### src/rtl/zx_kbd_pkg.sv
// Shared definitions for the PS/2 to ZX Spectrum keyboard matrix bridge.
// Defines the decoder state enum, the matrix position struct, the prefix and
// BAT scan-code constants, and the positions of the keys used by the
// optional extended keys (build macro EXTENDED_KEYS_EN).
package zx_kbd_pkg;

    // Decoder states: plain, after E0, after F0, after E0 F0.
    typedef enum logic [1:0] {
        KBD_IDLE = 2'd0,
        KBD_E0   = 2'd1,
        KBD_F0   = 2'd2,
        KBD_E0F0 = 2'd3
    } kbd_state_t;

    // One key position in the 8 x 5 ZX matrix (row = A[8+row], col = data bit).
    typedef struct packed {
        logic [2:0] row;
        logic [2:0] col;
    } zx_pos_t;

    localparam int ZX_ROWS  = 8;
    localparam int ZX_COLS  = 5;
    localparam int EXT_KEYS = 5;

    // Scan-code constants handled by the decoder itself.
    localparam logic [7:0] SC_E0 = 8'hE0;
    localparam logic [7:0] SC_F0 = 8'hF0;
    localparam logic [7:0] SC_AA = 8'hAA;

    // Slots in ext_held; each slot means CAPS SHIFT plus one digit key.
    localparam logic [2:0] EXT_LEFT  = 3'd0;   // CAPS+5
    localparam logic [2:0] EXT_DOWN  = 3'd1;   // CAPS+6
    localparam logic [2:0] EXT_UP    = 3'd2;   // CAPS+7
    localparam logic [2:0] EXT_RIGHT = 3'd3;   // CAPS+8
    localparam logic [2:0] EXT_BKSP  = 3'd4;   // CAPS+0

    // Build a matrix position from row and column numbers.
    function automatic zx_pos_t zx_pos(input logic [2:0] row, input logic [2:0] col);
        zx_pos_t p;
        p.row = row;
        p.col = col;
        return p;
    endfunction

    // Matrix positions of the keys the extended slots fold into.
    localparam zx_pos_t POS_CAPS = '{row: 3'd0, col: 3'd0};
    localparam zx_pos_t POS_D5   = '{row: 3'd3, col: 3'd4};
    localparam zx_pos_t POS_D6   = '{row: 3'd4, col: 3'd4};
    localparam zx_pos_t POS_D7   = '{row: 3'd4, col: 3'd3};
    localparam zx_pos_t POS_D8   = '{row: 3'd4, col: 3'd2};
    localparam zx_pos_t POS_D0   = '{row: 3'd4, col: 3'd0};

endpackage

### src/rtl/ps2_zx_keymap.sv
// Combinational PS/2 set-2 scan code to ZX matrix position lookup.
// 'extended' is set when the byte followed an E0 prefix. With
// EXTENDED_KEYS_EN defined, an extra port pair reports arrow and Backspace
// keys as ext_held slot numbers; those keys never map to a matrix bit here.
module ps2_zx_keymap
    import zx_kbd_pkg::*;
(
    input  logic [7:0] scan_code,
    input  logic       extended,
    output logic       valid,
    output zx_pos_t    pos
`ifdef EXTENDED_KEYS_EN
    ,
    output logic       ext_valid,
    output logic [2:0] ext_idx
`endif
);

    // Plain matrix keys: letters, digits, Enter, Space, Shifts, Ctrls.
    always_comb begin
        valid = 1'b1;
        pos   = zx_pos(3'd0, 3'd0);
        if (extended) begin
            unique case (scan_code)
                8'h14:   pos = zx_pos(3'd7, 3'd1);   // right Ctrl -> SYMBOL SHIFT
                default: valid = 1'b0;
            endcase
        end else begin
            unique case (scan_code)
                // row 0: CAPS Z X C V
                8'h12:   pos = zx_pos(3'd0, 3'd0);
                8'h59:   pos = zx_pos(3'd0, 3'd0);
                8'h1A:   pos = zx_pos(3'd0, 3'd1);
                8'h22:   pos = zx_pos(3'd0, 3'd2);
                8'h21:   pos = zx_pos(3'd0, 3'd3);
                8'h2A:   pos = zx_pos(3'd0, 3'd4);
                // row 1: A S D F G
                8'h1C:   pos = zx_pos(3'd1, 3'd0);
                8'h1B:   pos = zx_pos(3'd1, 3'd1);
                8'h23:   pos = zx_pos(3'd1, 3'd2);
                8'h2B:   pos = zx_pos(3'd1, 3'd3);
                8'h34:   pos = zx_pos(3'd1, 3'd4);
                // row 2: Q W E R T
                8'h15:   pos = zx_pos(3'd2, 3'd0);
                8'h1D:   pos = zx_pos(3'd2, 3'd1);
                8'h24:   pos = zx_pos(3'd2, 3'd2);
                8'h2D:   pos = zx_pos(3'd2, 3'd3);
                8'h2C:   pos = zx_pos(3'd2, 3'd4);
                // row 3: 1 2 3 4 5
                8'h16:   pos = zx_pos(3'd3, 3'd0);
                8'h1E:   pos = zx_pos(3'd3, 3'd1);
                8'h26:   pos = zx_pos(3'd3, 3'd2);
                8'h25:   pos = zx_pos(3'd3, 3'd3);
                8'h2E:   pos = zx_pos(3'd3, 3'd4);
                // row 4: 0 9 8 7 6
                8'h45:   pos = zx_pos(3'd4, 3'd0);
                8'h46:   pos = zx_pos(3'd4, 3'd1);
                8'h3E:   pos = zx_pos(3'd4, 3'd2);
                8'h3D:   pos = zx_pos(3'd4, 3'd3);
                8'h36:   pos = zx_pos(3'd4, 3'd4);
                // row 5: P O I U Y
                8'h4D:   pos = zx_pos(3'd5, 3'd0);
                8'h44:   pos = zx_pos(3'd5, 3'd1);
                8'h43:   pos = zx_pos(3'd5, 3'd2);
                8'h3C:   pos = zx_pos(3'd5, 3'd3);
                8'h35:   pos = zx_pos(3'd5, 3'd4);
                // row 6: ENTER L K J H
                8'h5A:   pos = zx_pos(3'd6, 3'd0);
                8'h4B:   pos = zx_pos(3'd6, 3'd1);
                8'h42:   pos = zx_pos(3'd6, 3'd2);
                8'h3B:   pos = zx_pos(3'd6, 3'd3);
                8'h33:   pos = zx_pos(3'd6, 3'd4);
                // row 7: SPACE SYM M N B
                8'h29:   pos = zx_pos(3'd7, 3'd0);
                8'h14:   pos = zx_pos(3'd7, 3'd1);
                8'h3A:   pos = zx_pos(3'd7, 3'd2);
                8'h31:   pos = zx_pos(3'd7, 3'd3);
                8'h32:   pos = zx_pos(3'd7, 3'd4);
                default: valid = 1'b0;
            endcase
        end
    end

`ifdef EXTENDED_KEYS_EN
    // Arrow keys (E0-prefixed) and Backspace (plain) map to ext_held slots.
    always_comb begin
        ext_valid = 1'b1;
        ext_idx   = EXT_LEFT;
        unique case ({extended, scan_code})
            9'h16B:  ext_idx = EXT_LEFT;
            9'h172:  ext_idx = EXT_DOWN;
            9'h175:  ext_idx = EXT_UP;
            9'h174:  ext_idx = EXT_RIGHT;
            9'h066:  ext_idx = EXT_BKSP;
            default: ext_valid = 1'b0;
        endcase
    end
`endif

endmodule

### src/rtl/zx_keymatrix.sv
// PS/2 scan-code decoder driving a ZX Spectrum 8 x 5 keyboard matrix.
// Prefix decoding (E0 / F0 / E0 F0) sets or clears registered "pressed" bits;
// the CPU reads the active-low columns of the half-rows selected by A[15:8]
// combinationally. Build macro EXTENDED_KEYS_EN adds arrow and Backspace keys
// that assert CAPS SHIFT plus a digit through the ext_held register.
module zx_keymatrix
    import zx_kbd_pkg::*;
(
    input  logic        clk,
    input  logic        reset,
    input  logic [7:0]  scan_code,
    input  logic        scan_code_ready,
    input  logic        scan_code_error,
    input  logic [15:0] A,
    output logic [4:0]  key_row
);

    kbd_state_t                      state_reg, state_next;
    logic [ZX_ROWS-1:0][ZX_COLS-1:0] pressed_reg, pressed_next;
    logic [EXT_KEYS-1:0]             ext_held;
    logic [ZX_ROWS-1:0][ZX_COLS-1:0] eff_matrix;
    logic [ZX_ROWS-1:0][ZX_COLS-1:0] row_sel_bits;

    logic    map_extended;
    logic    map_valid;
    zx_pos_t map_pos;
    logic    is_make;
    logic    key_event;
    logic    bat_clear;

    // The low address byte does not take part in half-row selection.
    logic unused_addr_lo;
    assign unused_addr_lo = ^A[7:0];

    // The byte is looked up in the context of any prefix already received.
    assign map_extended = (state_reg == KBD_E0) || (state_reg == KBD_E0F0);
    assign is_make      = (state_reg == KBD_IDLE) || (state_reg == KBD_E0);

`ifdef EXTENDED_KEYS_EN
    logic                ext_valid;
    logic [2:0]          ext_idx;
    logic [EXT_KEYS-1:0] ext_held_reg, ext_held_next;

    ps2_zx_keymap u_keymap (
        .scan_code (scan_code),
        .extended  (map_extended),
        .valid     (map_valid),
        .pos       (map_pos),
        .ext_valid (ext_valid),
        .ext_idx   (ext_idx)
    );

    // Extended keys follow the same make/break events as the matrix keys.
    always_comb begin
        ext_held_next = ext_held_reg;
        if (bat_clear) begin
            ext_held_next = '0;
        end else if (key_event && ext_valid) begin
            ext_held_next[ext_idx] = is_make;
        end
    end

    // Extended key state register.
    always_ff @(posedge clk or negedge reset) begin
        if (!reset) begin
            ext_held_reg <= '0;
        end else begin
            ext_held_reg <= ext_held_next;
        end
    end

    assign ext_held = ext_held_reg;
`else
    ps2_zx_keymap u_keymap (
        .scan_code (scan_code),
        .extended  (map_extended),
        .valid     (map_valid),
        .pos       (map_pos)
    );

    assign ext_held = '0;
`endif

    // Prefix decoding and matrix update; an error strobe discards the byte.
    always_comb begin
        state_next   = state_reg;
        pressed_next = pressed_reg;
        key_event    = 1'b0;
        bat_clear    = 1'b0;
        if (scan_code_error) begin
            state_next = KBD_IDLE;
        end else if (scan_code_ready) begin
            state_next = KBD_IDLE;
            unique case (state_reg)
                KBD_IDLE: begin
                    if (scan_code == SC_E0) begin
                        state_next = KBD_E0;
                    end else if (scan_code == SC_F0) begin
                        state_next = KBD_F0;
                    end else if (scan_code == SC_AA) begin
                        bat_clear = 1'b1;
                    end else begin
                        key_event = 1'b1;
                    end
                end
                KBD_E0: begin
                    if (scan_code == SC_F0) begin
                        state_next = KBD_E0F0;
                    end else begin
                        key_event = 1'b1;
                    end
                end
                default: key_event = 1'b1;
            endcase
            if (bat_clear) begin
                pressed_next = '0;
            end else if (key_event && map_valid) begin
                pressed_next[map_pos.row][map_pos.col] = is_make;
            end
        end
    end

    // Decoder state and matrix registers.
    always_ff @(posedge clk or negedge reset) begin
        if (!reset) begin
            state_reg   <= KBD_IDLE;
            pressed_reg <= '0;
        end else begin
            state_reg   <= state_next;
            pressed_reg <= pressed_next;
        end
    end

    // Fold held extended keys into CAPS SHIFT and their digit keys.
    always_comb begin
        eff_matrix = pressed_reg;
        eff_matrix[POS_CAPS.row][POS_CAPS.col] = pressed_reg[POS_CAPS.row][POS_CAPS.col] | (|ext_held);
        eff_matrix[POS_D5.row][POS_D5.col] = pressed_reg[POS_D5.row][POS_D5.col] | ext_held[EXT_LEFT];
        eff_matrix[POS_D6.row][POS_D6.col] = pressed_reg[POS_D6.row][POS_D6.col] | ext_held[EXT_DOWN];
        eff_matrix[POS_D7.row][POS_D7.col] = pressed_reg[POS_D7.row][POS_D7.col] | ext_held[EXT_UP];
        eff_matrix[POS_D8.row][POS_D8.col] = pressed_reg[POS_D8.row][POS_D8.col] | ext_held[EXT_RIGHT];
        eff_matrix[POS_D0.row][POS_D0.col] = pressed_reg[POS_D0.row][POS_D0.col] | ext_held[EXT_BKSP];
    end

    // A half-row contributes its keys only when its address line is low.
    generate
        for (genvar gi = 0; gi < ZX_ROWS; gi++) begin : g_row_sel
            assign row_sel_bits[gi] = A[8+gi] ? '0 : eff_matrix[gi];
        end
    endgenerate

    // Active-low column read-back: any pressed key in a selected row pulls low.
    always_comb begin
        logic [ZX_COLS-1:0] any_pressed;
        any_pressed = '0;
        for (int r = 0; r < ZX_ROWS; r++) begin
            any_pressed = any_pressed | row_sel_bits[r];
        end
        key_row = ~any_pressed;
    end

endmodule
### config.mk
export PLATFORM = sky130hd
export DESIGN_NAME = zx_keymatrix
export DESIGN_NICKNAME = d
export VERILOG_FILES = /design/src/rtl/zx_kbd_pkg.sv /design/src/rtl/ps2_zx_keymap.sv /design/src/rtl/zx_keymatrix.sv
export SDC_FILE = /design/constraint.sdc
export NUM_CORES = 1
export LEC_CHECK = 0
export BUFFER_PORTS_ARGS = -buffer_cell sky130_fd_sc_hd__buf_2
export CAP_MARGIN = 15
export CELL_PAD_IN_SITES_DETAIL_PLACEMENT = 1
export CELL_PAD_IN_SITES_GLOBAL_PLACEMENT = 2
export CORE_MARGIN = 5
export CORE_UTILIZATION = 36
export DETAILED_ROUTE_END_ITERATION = 6
export PLACE_DENSITY = 0.89
export SLEW_MARGIN = 30
export SYNTH_ARGS = -nofsm -noshare
export SYNTH_HDL_FRONTEND = slang
export SYNTH_SLANG_ARGS = --single-unit
### constraint.sdc
create_clock -name clk -period 2.7 [get_ports clk]
set_input_delay 0.27 -clock clk [delete_from_list [all_inputs] [get_ports clk]]
set_output_delay 0.27 -clock clk [all_outputs]
set_load 0.05 [all_outputs]
==> results of run 1 <==
-- synthesized netlist by cell type, drive strengths merged, types with 2 or more instances --
cell type   n  share of area (%)
and2        9                1.6
a311oi      2               0.67
o211a       2               0.57
clkbuf      7               0.74
a31oi       4               0.71
nor3b       2               0.57
buf        27                4.7
a221o       4                1.1
inv        43                4.6
nand4bb     2               0.64
a32o       13                3.7
a22oi       3               0.64
o311a       2               0.57
a21o        3               0.64
nand3b     13                2.8
nor2        8               0.85
o31ai       3               0.92
a211oi      7                1.5
o22ai      28                5.0
dfrtp      42                 30
nor3        5               0.99
nor4        9                1.6
nor2b       8                1.4
nand2      28                3.0
or2         3               0.53
and3        6                1.1
o21ai      38                5.4
nand3      13                2.0
o221a       2               0.64
o211ai     16                3.4
or4         2               0.43
or3         4               0.71
nand4       8                1.4
or3b        4               0.99
nor4b       6                1.7
nand2b     15                2.9
a32oi      14                3.7
a21oi      15                2.2
-- stage by stage --
step | worst slack [ns] | area (sq um) | utilization [%] | total power [mW]
6_report | 0.2047 | 4367 | 45.09 | 1.502
5_1_grt | 0.04838 | 4367 | 45.09 | 1.570
4_1_cts | 0.1211 | 4350 | 44.92 | 1.495
3_5_place_dp | -0.1905 | 4249 | 43.88 | 1.068
3_3_place_gp | -0.07251 | 4202 | 43.39 | 1.045
2_1_floorplan | 0.2588 | 3531 | - | 0.8864
-- path summary, 6_finish.rpt --
path | start | to | cells past startpoint
min in group asynchronous | reset | eff_matrix[23]$_DFFE_PN0P_ | 2
max in group asynchronous | reset | eff_matrix[16]$_DFFE_PN0P_ | 4
setup reg to reg | state_reg[0]$_DFFE_PN0P_ | eff_matrix[30]$_DFFE_PN0P_ | 5
hold / removal | scan_code_error | state_reg[1]$_DFFE_PN0P_ | 2
hold reg to reg | eff_matrix[0]$_DFFE_PN0P_ | eff_matrix[0]$_DFFE_PN0P_ | 1
setup / recovery | scan_code[4] | eff_matrix[30]$_DFFE_PN0P_ | 8
-- cells in the final DEF, fill, tap and decap left out, types with 3 or more instances in the layout --
master    Yosys  routed
buf_4         5      73
inv_1        43      43
dfrtp_1      42      42
o21ai_0      32      32
o22ai_1      28      28
nand2_1      28      28
buf_2        19      24
o211ai_1     16      16
nand2b_1     14      14
a21oi_1      14      13
a32o_1       13      13
a32oi_1      13      13
nand3b_1     13      13
nand3_1      12      12
nor4_1        9       9
and2_1        9       9
nor2_1        8       8
nor2b_1       8       8
nand4_1       8       8
a211oi_1      7       7
and3_1        6       6
o21ai_1       6       6
clkbuf_8      0       6
nor4b_1       5       5
a221o_1       4       4
or3b_2        4       4
or3_1         4       4
a31oi_1       4       4
a21o_1        3       3
nor3_1        3       3
a22oi_1       3       3
-- power groups by stage --
stage	Clock, mW	Sequential [mW]	Combinational [mW]
global route	0.466	0.658	0.445
detailed placement	0	0.668	0.400
finish	0.435	0.656	0.411
floorplan	0	0.666	0.220
CTS	0.436	0.656	0.403
global placement	0	0.667	0.378
-- cell type report --
class / count / area share [%]
Multi-Input combinational cell: 317 / 49.25
Sequential cell: 42 / 24.07
Timing Repair Buffer: 101 / 17.08
Tap cell: 133 / 3.811
Inverter: 43 / 3.696
Clock buffer: 7 / 1.977
Clock inverter: 1 / 0.1146
-- what timing repair did --
action,4_1_cts,5_1_grt
gates resized for setup,0,1
endpoints found under the setup margin,0,11
endpoints found under the hold margin,4,0
hold buffers,1,0
-- metal layers --
metal  track usage [%]  wire (um)
met5                 0          0
met4             5.500        183
met3             3.612        781
met2             38.42       6384
met1             31.32       5855
-- critical path, cell delays in order --
cell      delay, ns
buf_2          0.17
nand2b_1       0.16
a31o_1         0.23
a221o_1        0.37
or2_1          0.36
o31ai_2        0.80
nand3b_1       0.20
a32o_1         0.16
-- logic make-up after synthesis --
| logic type | after synthesis | synth area share, % |
|---|---|---|
| AO/OA/AOI/OAI | 164 | 33.31 |
| AND/OR/NAND/NOR | 150 | 26.36 |
| buffers and inverters | 77 | 10.03 |
| flip-flops | 42 | 29.77 |
| XOR/XNOR | 1 | 0.2481 |
| multiplexers | 1 | 0.2835 |
==> reports/metrics.cfg, run 1 <==
[outcome]
outcome=finished, final reports clean

[yosys]
syn_nets=463
synth_cell_types=66
synth.ff_latch_count=42
synth_cells=435
yosysWarnings=0
synth_area_sq_mm=0.003531
ys.flop_type=dfrtp_1
syn_avg_cell_area_sq_um=8.117
synthArstFlopShare_pct=100.0
seq_area_frac_synth_pct=29.77
synth_edf_count=0

[critical_path]
rrSetupSlack_ns=0.42
worstPathRequired_ns=2.94
start_kind=input pin
worst-setup-path-type=input pin to register
cp.arrival_ns=2.74
end_kind=register
path_max_fanout=11

[route]
wirelength_um=13210
drt-vias-per-instance=6.231
postRouteAntennaNets=0
wl_per_cell_um=20.50
vias=4013
drt_iter0_markers=284
drc_errors=0
first_pass_iters=5

[timing]
grt_setup_unrepaired=no
finalSetupTns_ns=0
period_minus_slack_ns=2.495
hold_viol_final=0
worst_pin_slew_ns=0.9466
holdWs_ns=0.1442
max_freq_mhz=400.8
slew-limit-headroom_pct=36.51
fin_crit_sh_pct=92.42
slew_violations=0
setup_viol=0
fin_skew_ns=0.007966

[grt]
grt_max_degree=25
grt_pass1_vias=4164
gr-total-overflow=0
gr-usage-all-layers_pct=23.07
grt_first_pass_wirelength_um=21500
grt_antenna_before_repair=0

[placement]
port_buffers=24
numPlacedInstances=634
gp_congestion=0.8843
dp_hpwl_um=9915

[floorplan]
die_w_um=109.0
dieArea_sq_mm=0.01189
initial_core_util_pct=36.46
row_count=36
fp.coreArea_sq_mm=0.009684
ioPinCount=33
die_y_um=109.0

[pwr]
vdd_drop_max_v=0.0002697
p_int_mw=1.024
pwr_density_cell_mw_per_mm2=343.9
clock_power_share_pct=29.0
power_leakage_nw=1.900
sw_frac_of_total_pct=31.83
p_seq_share_pct=43.7
p_sw_uw=478.1
combinationalPowerShare_pct=27.4

[clock_network]
cts_tree=done
clkLatencyLatePin_ns=0.30
htree_levels=2
clk_pin_slew_ns=0.08
numCtsBuffers=5
post_cts_buffers=0
clockBufferDepth=2
clkSinkCount=42
cts_root_buffer=clkbuf_8

[job]
cap_viol_max_count=0

[final_layout]
antennaDiodeCount=0
fin_nets=538
fillers=1165
areaGrowthSynthToFinish_pct=23.67
regArea_sq_mm=0.001051
multi_input_area_sq_mm=0.002151
final_cells=644
drive_gt1_share_pct=25.05
largest_reg_flops=40

[hold_path]
worstHoldPathType=input pin to register

Power figures use the tool's default switching activity.
==> inputs of run 2 (changes only) <==
--- a/config.mk
+++ b/config.mk
@@ -13,6 +13,7 @@
 export CORE_UTILIZATION = 36
 export DETAILED_ROUTE_END_ITERATION = 6
 export PLACE_DENSITY = 0.89
+export RECOVER_POWER = 50
 export SLEW_MARGIN = 30
 export SYNTH_ARGS = -nofsm -noshare
 export SYNTH_HDL_FRONTEND = slang
==> run 2 against run 1 <==
Against the previous run: critical path depth grew 2; register-to-register slack gained 0.03 ns; die area is the same; maximum frequency grew 0.78%; wire length is essentially flat; count of clock-buffer cells in the layout is the same; largest cell class unchanged; sequential cell count is the same.
==> reports/metrics.cfg, run 2 (synthesized netlist as in run 1, its figures left out) <==
[outcome]
outcome=finished, final reports clean

[route]
drt_iter0_markers=318  ; +12%
drt-vias-per-instance=6.182  ; -0.80%
wirelength_um=13210  ; about the same
vias=3981  ; -0.80%
postRouteAntennaNets=0  ; unchanged
first_pass_iters=5  ; unchanged
drc_errors=0  ; unchanged
wl_per_cell_um=20.51  ; about the same

[critical_path]
startpoint=scan_code[3]
r2r_cells=5  ; unchanged
path_max_fanout=11  ; unchanged
worst-setup-path-type=input pin to register
r2r-end=eff_matrix[30]$_DFFE_PN0P_
r2r-start=state_reg[0]$_DFFE_PN0P_
endpoint=eff_matrix[5]$_DFFE_PN0P_
end_kind=register
worstPathRequired_ns=2.88  ; -0.06 ns
rrSetupSlack_ns=0.45  ; +0.03 ns
cp.arrival_ns=2.65  ; -0.09 ns
start_kind=input pin

[clock_network]
cts_tree=done
htree_levels=2  ; unchanged
post_cts_buffers=0  ; unchanged
numCtsBuffers=5  ; unchanged
clk_pin_slew_ns=0.07  ; about the same
cts_root_buffer=clkbuf_8
clkSinkCount=42  ; unchanged
clockBufferDepth=2  ; unchanged
clkLatencyLatePin_ns=0.30  ; about the same

[final_layout]
areaGrowthSynthToFinish_pct=22.54
fillers=1170  ; +0.43%
fin_nets=538  ; unchanged
drive_gt1_share_pct=24.66  ; -0.39 points
antennaDiodeCount=0  ; unchanged
final_cell_mix=buf_4 (72), inv_1 (43), dfrtp_1 (42)
largest_reg_flops=40  ; unchanged
final_cells=644  ; unchanged
post-route-util_pct=44.68  ; -0.41 points
final_common_cell=buf_4
stdcell_area_sq_mm=0.004327  ; -0.92%

[floorplan]
die_y_um=109.0  ; unchanged
dieArea_sq_mm=0.01189  ; unchanged
row_count=36  ; unchanged
die_w_um=109.0  ; unchanged
fp.coreArea_sq_mm=0.009684  ; unchanged
ioPinCount=33  ; unchanged
initial_core_util_pct=36.46  ; unchanged

[timing]
setup_viol=0  ; unchanged
max_freq_mhz=403.9  ; +0.78%
grt_setup_unrepaired=no
period_minus_slack_ns=2.476  ; -0.01939 ns
hold_viol_final=0  ; unchanged
slew_violations=0  ; unchanged
worst_pin_slew_ns=1.367  ; +0.4202 ns
fin_skew_ns=0.009535  ; +0.001569 ns
finalSetupTns_ns=0  ; unchanged
fin_crit_sh_pct=91.70  ; -0.72 points
slew-limit-headroom_pct=8.876  ; -28 points

[pwr]
combinationalPowerShare_pct=27.1  ; -0.3 points
pwr_density_cell_mw_per_mm2=345.1  ; +0.33%
power_leakage_nw=1.881  ; -1.0%
totalPowerFinal_mw=1.493  ; -0.59%
p_seq_share_pct=43.9  ; +0.2 points
sw_frac_of_total_pct=31.86  ; about the same
p_int_mw=1.017  ; -0.63%
vdd_drop_max_v=0.0002702  ; +0.20%
p_sw_uw=475.6  ; -0.51%
clock_power_share_pct=29.0  ; about the same

[placement]
dp_hpwl_um=9915  ; unchanged
gp_congestion=0.8843  ; unchanged
port_buffers=24  ; unchanged
placed_area_sq_mm=0.004249  ; unchanged
numPlacedInstances=634  ; unchanged

[grt]
gr-total-overflow=0  ; unchanged
grt_pass1_vias=4164  ; unchanged
grt_antenna_before_repair=0  ; unchanged
grt_max_degree=25  ; unchanged
grt_first_pass_wirelength_um=21500  ; unchanged
gr-usage-all-layers_pct=23.07  ; unchanged

[job]
cap_viol_max_count=0  ; unchanged

[hold_path]
worstHoldPathType=input pin to register
hp-start=scan_code_error
hold_depth=2  ; unchanged

-- run 2: how the worst min path moves through the flow --
| stage | to | slack [ns] |
|---|---|---|
| 2_1_floorplan | eff_matrix[0]$_DFFE_PN0P_ | -0.03 |
| 3_3_place_gp | state_reg[1]$_DFFE_PN0P_ | 0.45 |
| 3_5_place_dp | eff_matrix[23]$_DFFE_PN0P_ | 0.11 |
| 4_1_cts | state_reg[1]$_DFFE_PN0P_ | 0.14 |
| 5_1_grt | state_reg[1]$_DFFE_PN0P_ | 0.14 |
| 6_report | state_reg[1]$_DFFE_PN0P_ | 0.15 |
-- run 2: final cells by class --
type / count / area [sq um] / area share [%]
Sequential cell: 42 / 1051 / 24.29
Timing Repair Buffer: 101 / 705.7 / 16.31
Multi-Input combinational cell: 317 / 2151 / 49.71
Tap cell: 133 / 166.4 / 3.846
Clock inverter: 1 / 5.005 / 0.1157
Clock buffer: 7 / 86.33 / 1.995
Inverter: 43 / 161.4 / 3.730
-- run 2: critical path, stage by stage --
cell and delay [ns]:
buf_2 0.15, buf_4 0.18, or3b_2 0.46, a211oi_1 0.40, nor2_1 0.17, nand4_1 0.10
buf_4 0.18, and3_1 0.31, a211oi_1 0.13, a221o_1 0.29
-- run 2: what timing repair did --
| action | CTS | global route |
|---|---|---|
| hold endpoints to repair | 4 | 0 |
| endpoints found under the setup margin | 0 | 11 |
| resized for setup | 0 | 1 |
| hold buffers | 1 | 0 |
-- run 2: per-layer routing --
layer	vias up	routed length [um]	global-route usage [%]
li1	1829	-	-
met2	121	6373	38.42
met1	2010	5826	31.32
met3	21	807	3.612
met4	0	201	5.500
met5	-	0	0
-- run 2: power by group through the flow --
stage          sequential [mW]  clock, mW  combinational (mW)
2_1_floorplan            0.666          0               0.220
3_3_place_gp             0.667          0               0.378
3_5_place_dp             0.668          0               0.400
4_1_cts                  0.656      0.436               0.403
5_1_grt                  0.658      0.466               0.437
6_report                 0.656      0.433               0.404
-- run 2: stage by stage --
stage,worst slack (ns),hold slack (ns)
floorplan,0.2588,-0.02559
global placement,-0.07251,0.4483
detailed placement,-0.1905,0.1066
CTS,0.1211,0.1436
global route,0.04838,0.1430
finish,0.2241,0.1473
==> inputs of run 3 (changes only) <==
--- a/config.mk
+++ b/config.mk
@@ -9,6 +9,7 @@
 export CAP_MARGIN = 15
 export CELL_PAD_IN_SITES_DETAIL_PLACEMENT = 1
 export CELL_PAD_IN_SITES_GLOBAL_PLACEMENT = 2
+export CORE_ASPECT_RATIO = 0.5
 export CORE_MARGIN = 5
 export CORE_UTILIZATION = 36
 export DETAILED_ROUTE_END_ITERATION = 6
==> run 3 against run 2 <==
Against the previous run: the flow now finishes with violations (capacitance limit, slew limit); maximum frequency fell by 3.1%; global-route usage fell by 1.1 points; sequential power barely moved; critical path type unchanged; largest cell class unchanged.
==> reports/metrics.cfg, run 3 (synthesized netlist as in run 1, its figures left out) <==
[final_layout]
drive_gt1_share_pct=23.76  ; -0.90 points
post-route-util_pct=45.67  ; +0.99 points
areaGrowthSynthToFinish_pct=23.00
fin_nets=533  ; -0.93%
antennaDiodeCount=0  ; unchanged
largest_reg_flops=40  ; unchanged
final_cell_mix=buf_4 (70), inv_1 (43), dfrtp_1 (42)
final_common_cell=buf_4

[floorplan]
dieArea_sq_mm=0.01201  ; +1.0%
initial_core_util_pct=37.13  ; +0.67 points
fp.coreArea_sq_mm=0.009509  ; -1.8%
ioPinCount=33  ; unchanged
row_count=25  ; -31%
die_y_um=80.03  ; -27%
die_w_um=150.1  ; +38%

[route]
first_pass_iters=5  ; unchanged
wl_per_cell_um=20.09  ; -2.0%
postRouteAntennaNets=0  ; unchanged
drt-vias-per-instance=6.072  ; -1.8%
dr_wl_met3_um=588  ; -27%
drt-met1-wl_um=6071  ; +4.2%
drt_iter0_markers=207  ; -35%
drc_errors=0  ; unchanged
dr.max_layer_used=met4
dr_wl_met2_um=6029  ; -5.4%
vias=3886  ; -2.4%
wirelength_um=12860  ; -2.6%

[critical_path]
endpoint=eff_matrix[37]$_DFFE_PN0P_
startpoint=scan_code[6]
cp.arrival_ns=2.76  ; +0.11 ns
r2r-end=eff_matrix[37]$_DFFE_PN0P_
r2r_cells=6  ; +1
worst-setup-path-type=input pin to register
rrSetupSlack_ns=0.38  ; -0.07 ns
end_kind=register
path_max_fanout=22  ; +11
r2r-start=state_reg[0]$_DFFE_PN0P_
worstPathRequired_ns=2.90  ; +0.02 ns
start_kind=input pin

[timing]
worst_pin_slew_ns=2.394  ; +1.028 ns
period_minus_slack_ns=2.556  ; +0.07988 ns
hold_viol_final=0  ; unchanged
grt_setup_unrepaired=no
max_freq_mhz=391.3  ; -3.1%
fin_crit_sh_pct=94.66  ; +3.0 points
slew_violations=43  ; +43
fin_skew_ns=0.006366  ; -0.003169 ns
slew-limit-headroom_pct=-59.63  ; -69 points
setup_viol=0  ; unchanged
finalSetupTns_ns=0  ; unchanged
holdWs_ns=0.1613  ; +0.01391 ns

[job]
cap_viol_max_count=1  ; +1

[clock_network]
cts_resized=0  ; unchanged
clkSinkCount=42  ; unchanged
cts_tree=done
numCtsBuffers=5  ; unchanged
clkLatencyLatePin_ns=0.29  ; about the same
clk_pin_slew_ns=0.06  ; about the same
htree_levels=2  ; unchanged
cts_hold_buf=0  ; -1
clockBufferDepth=2  ; unchanged
cts_root_buffer=clkbuf_16
post_cts_buffers=0  ; unchanged

[placement]
port_buffers=24  ; unchanged
dp_hpwl_um=9759  ; -1.6%
gp_congestion=0.9052  ; +2.4%

[pwr]
power_leakage_nw=1.885  ; +0.26%
pwr_density_cell_mw_per_mm2=377.3  ; +9.4%
clock_power_share_pct=35.7  ; +6.7 points
p_seq_share_pct=40.1  ; -3.8 points
p_int_mw=1.151  ; +13%
vdd_drop_max_v=0.0002308  ; -15%
combinationalPowerShare_pct=24.2  ; -2.9 points
p_sw_uw=487.4  ; +2.5%
sw_frac_of_total_pct=29.75  ; -2.1 points

[grt]
grt_antenna_before_repair=0  ; unchanged
gr-usage-all-layers_pct=21.96  ; -1.1 points
gr-total-overflow=0  ; unchanged
grt_first_pass_wirelength_um=20740  ; -3.5%
grt_pass1_vias=3899  ; -6.4%
grt_max_degree=43  ; +72%

[outcome]
outcome=finished with violations
violations=capacitance limit, slew limit

[hold_path]
worstHoldPathType=input pin to register

-- run 3: final cells by class --
type                            instances  area (sq um)
Clock buffer                            7         132.6
Fill cell                            1207          5166
Inverter                               43         161.4
Multi-Input combinational cell        316          2141
Sequential cell                        42          1051
Tap cell                              135         168.9
Timing Repair Buffer                   97         688.2
-- run 3: power by group through the flow --
stage | clock network, mW | logic, mW | registers, mW
after floorplan | 0 | 0.220 | 0.666
after global placement | 0 | 0.382 | 0.668
after detailed placement | 0 | 0.393 | 0.669
after CTS | 0.585 | 0.394 | 0.658
after global routing | 0.624 | 0.428 | 0.659
final | 0.584 | 0.397 | 0.658
-- run 3: stage by stage --
| stage | worst slack, ns | area, sq um | cells | power, mW |
|---|---|---|---|---|
| floorplan | 0.2588 | 3531 | 435 | 0.8864 |
| global placement | -0.09131 | 4209 | 633 | 1.050 |
| detailed placement | -0.1453 | 4212 | 633 | 1.062 |
| CTS | 0.1263 | 4344 | 640 | 1.637 |
| global route | 0.01610 | 4343 | 640 | 1.710 |
| finish | 0.1442 | 4343 | 640 | 1.639 |
-- run 3: per-layer routing --
layer / track usage [%] / vias to the layer above
met5: 0 / -
met4: 4.927 / 0
met3: 2.950 / 19
met2: 37.64 / 110
met1: 29.58 / 1951
li1: - / 1806
-- run 3: how the worst min path moves through the flow --
stage                                      to  depth (start not counted)       startpoint  slack, ns
floorplan           eff_matrix[0]$_DFFE_PN0P_                          0            reset      -0.03
global placement     state_reg[1]$_DFFE_PN0P_                          2  scan_code_error       0.45
detailed placement  eff_matrix[4]$_DFFE_PN0P_                          1            reset       0.30
CTS                 eff_matrix[1]$_DFFE_PN0P_                          1            reset      0.009
global route         state_reg[1]$_DFFE_PN0P_                          2  scan_code_error       0.17
finish               state_reg[1]$_DFFE_PN0P_                          2  scan_code_error       0.16
-- run 3: worst max-delay path: stages --
cell and delay [ns]:
buf_2 0.18, nor3b_1 0.18, a31o_1 0.23, a221o_1 0.34
or2_1 0.29, o31ai_4 0.78, buf_4 0.26, o21ai_0 0.09
o22ai_1 0.12
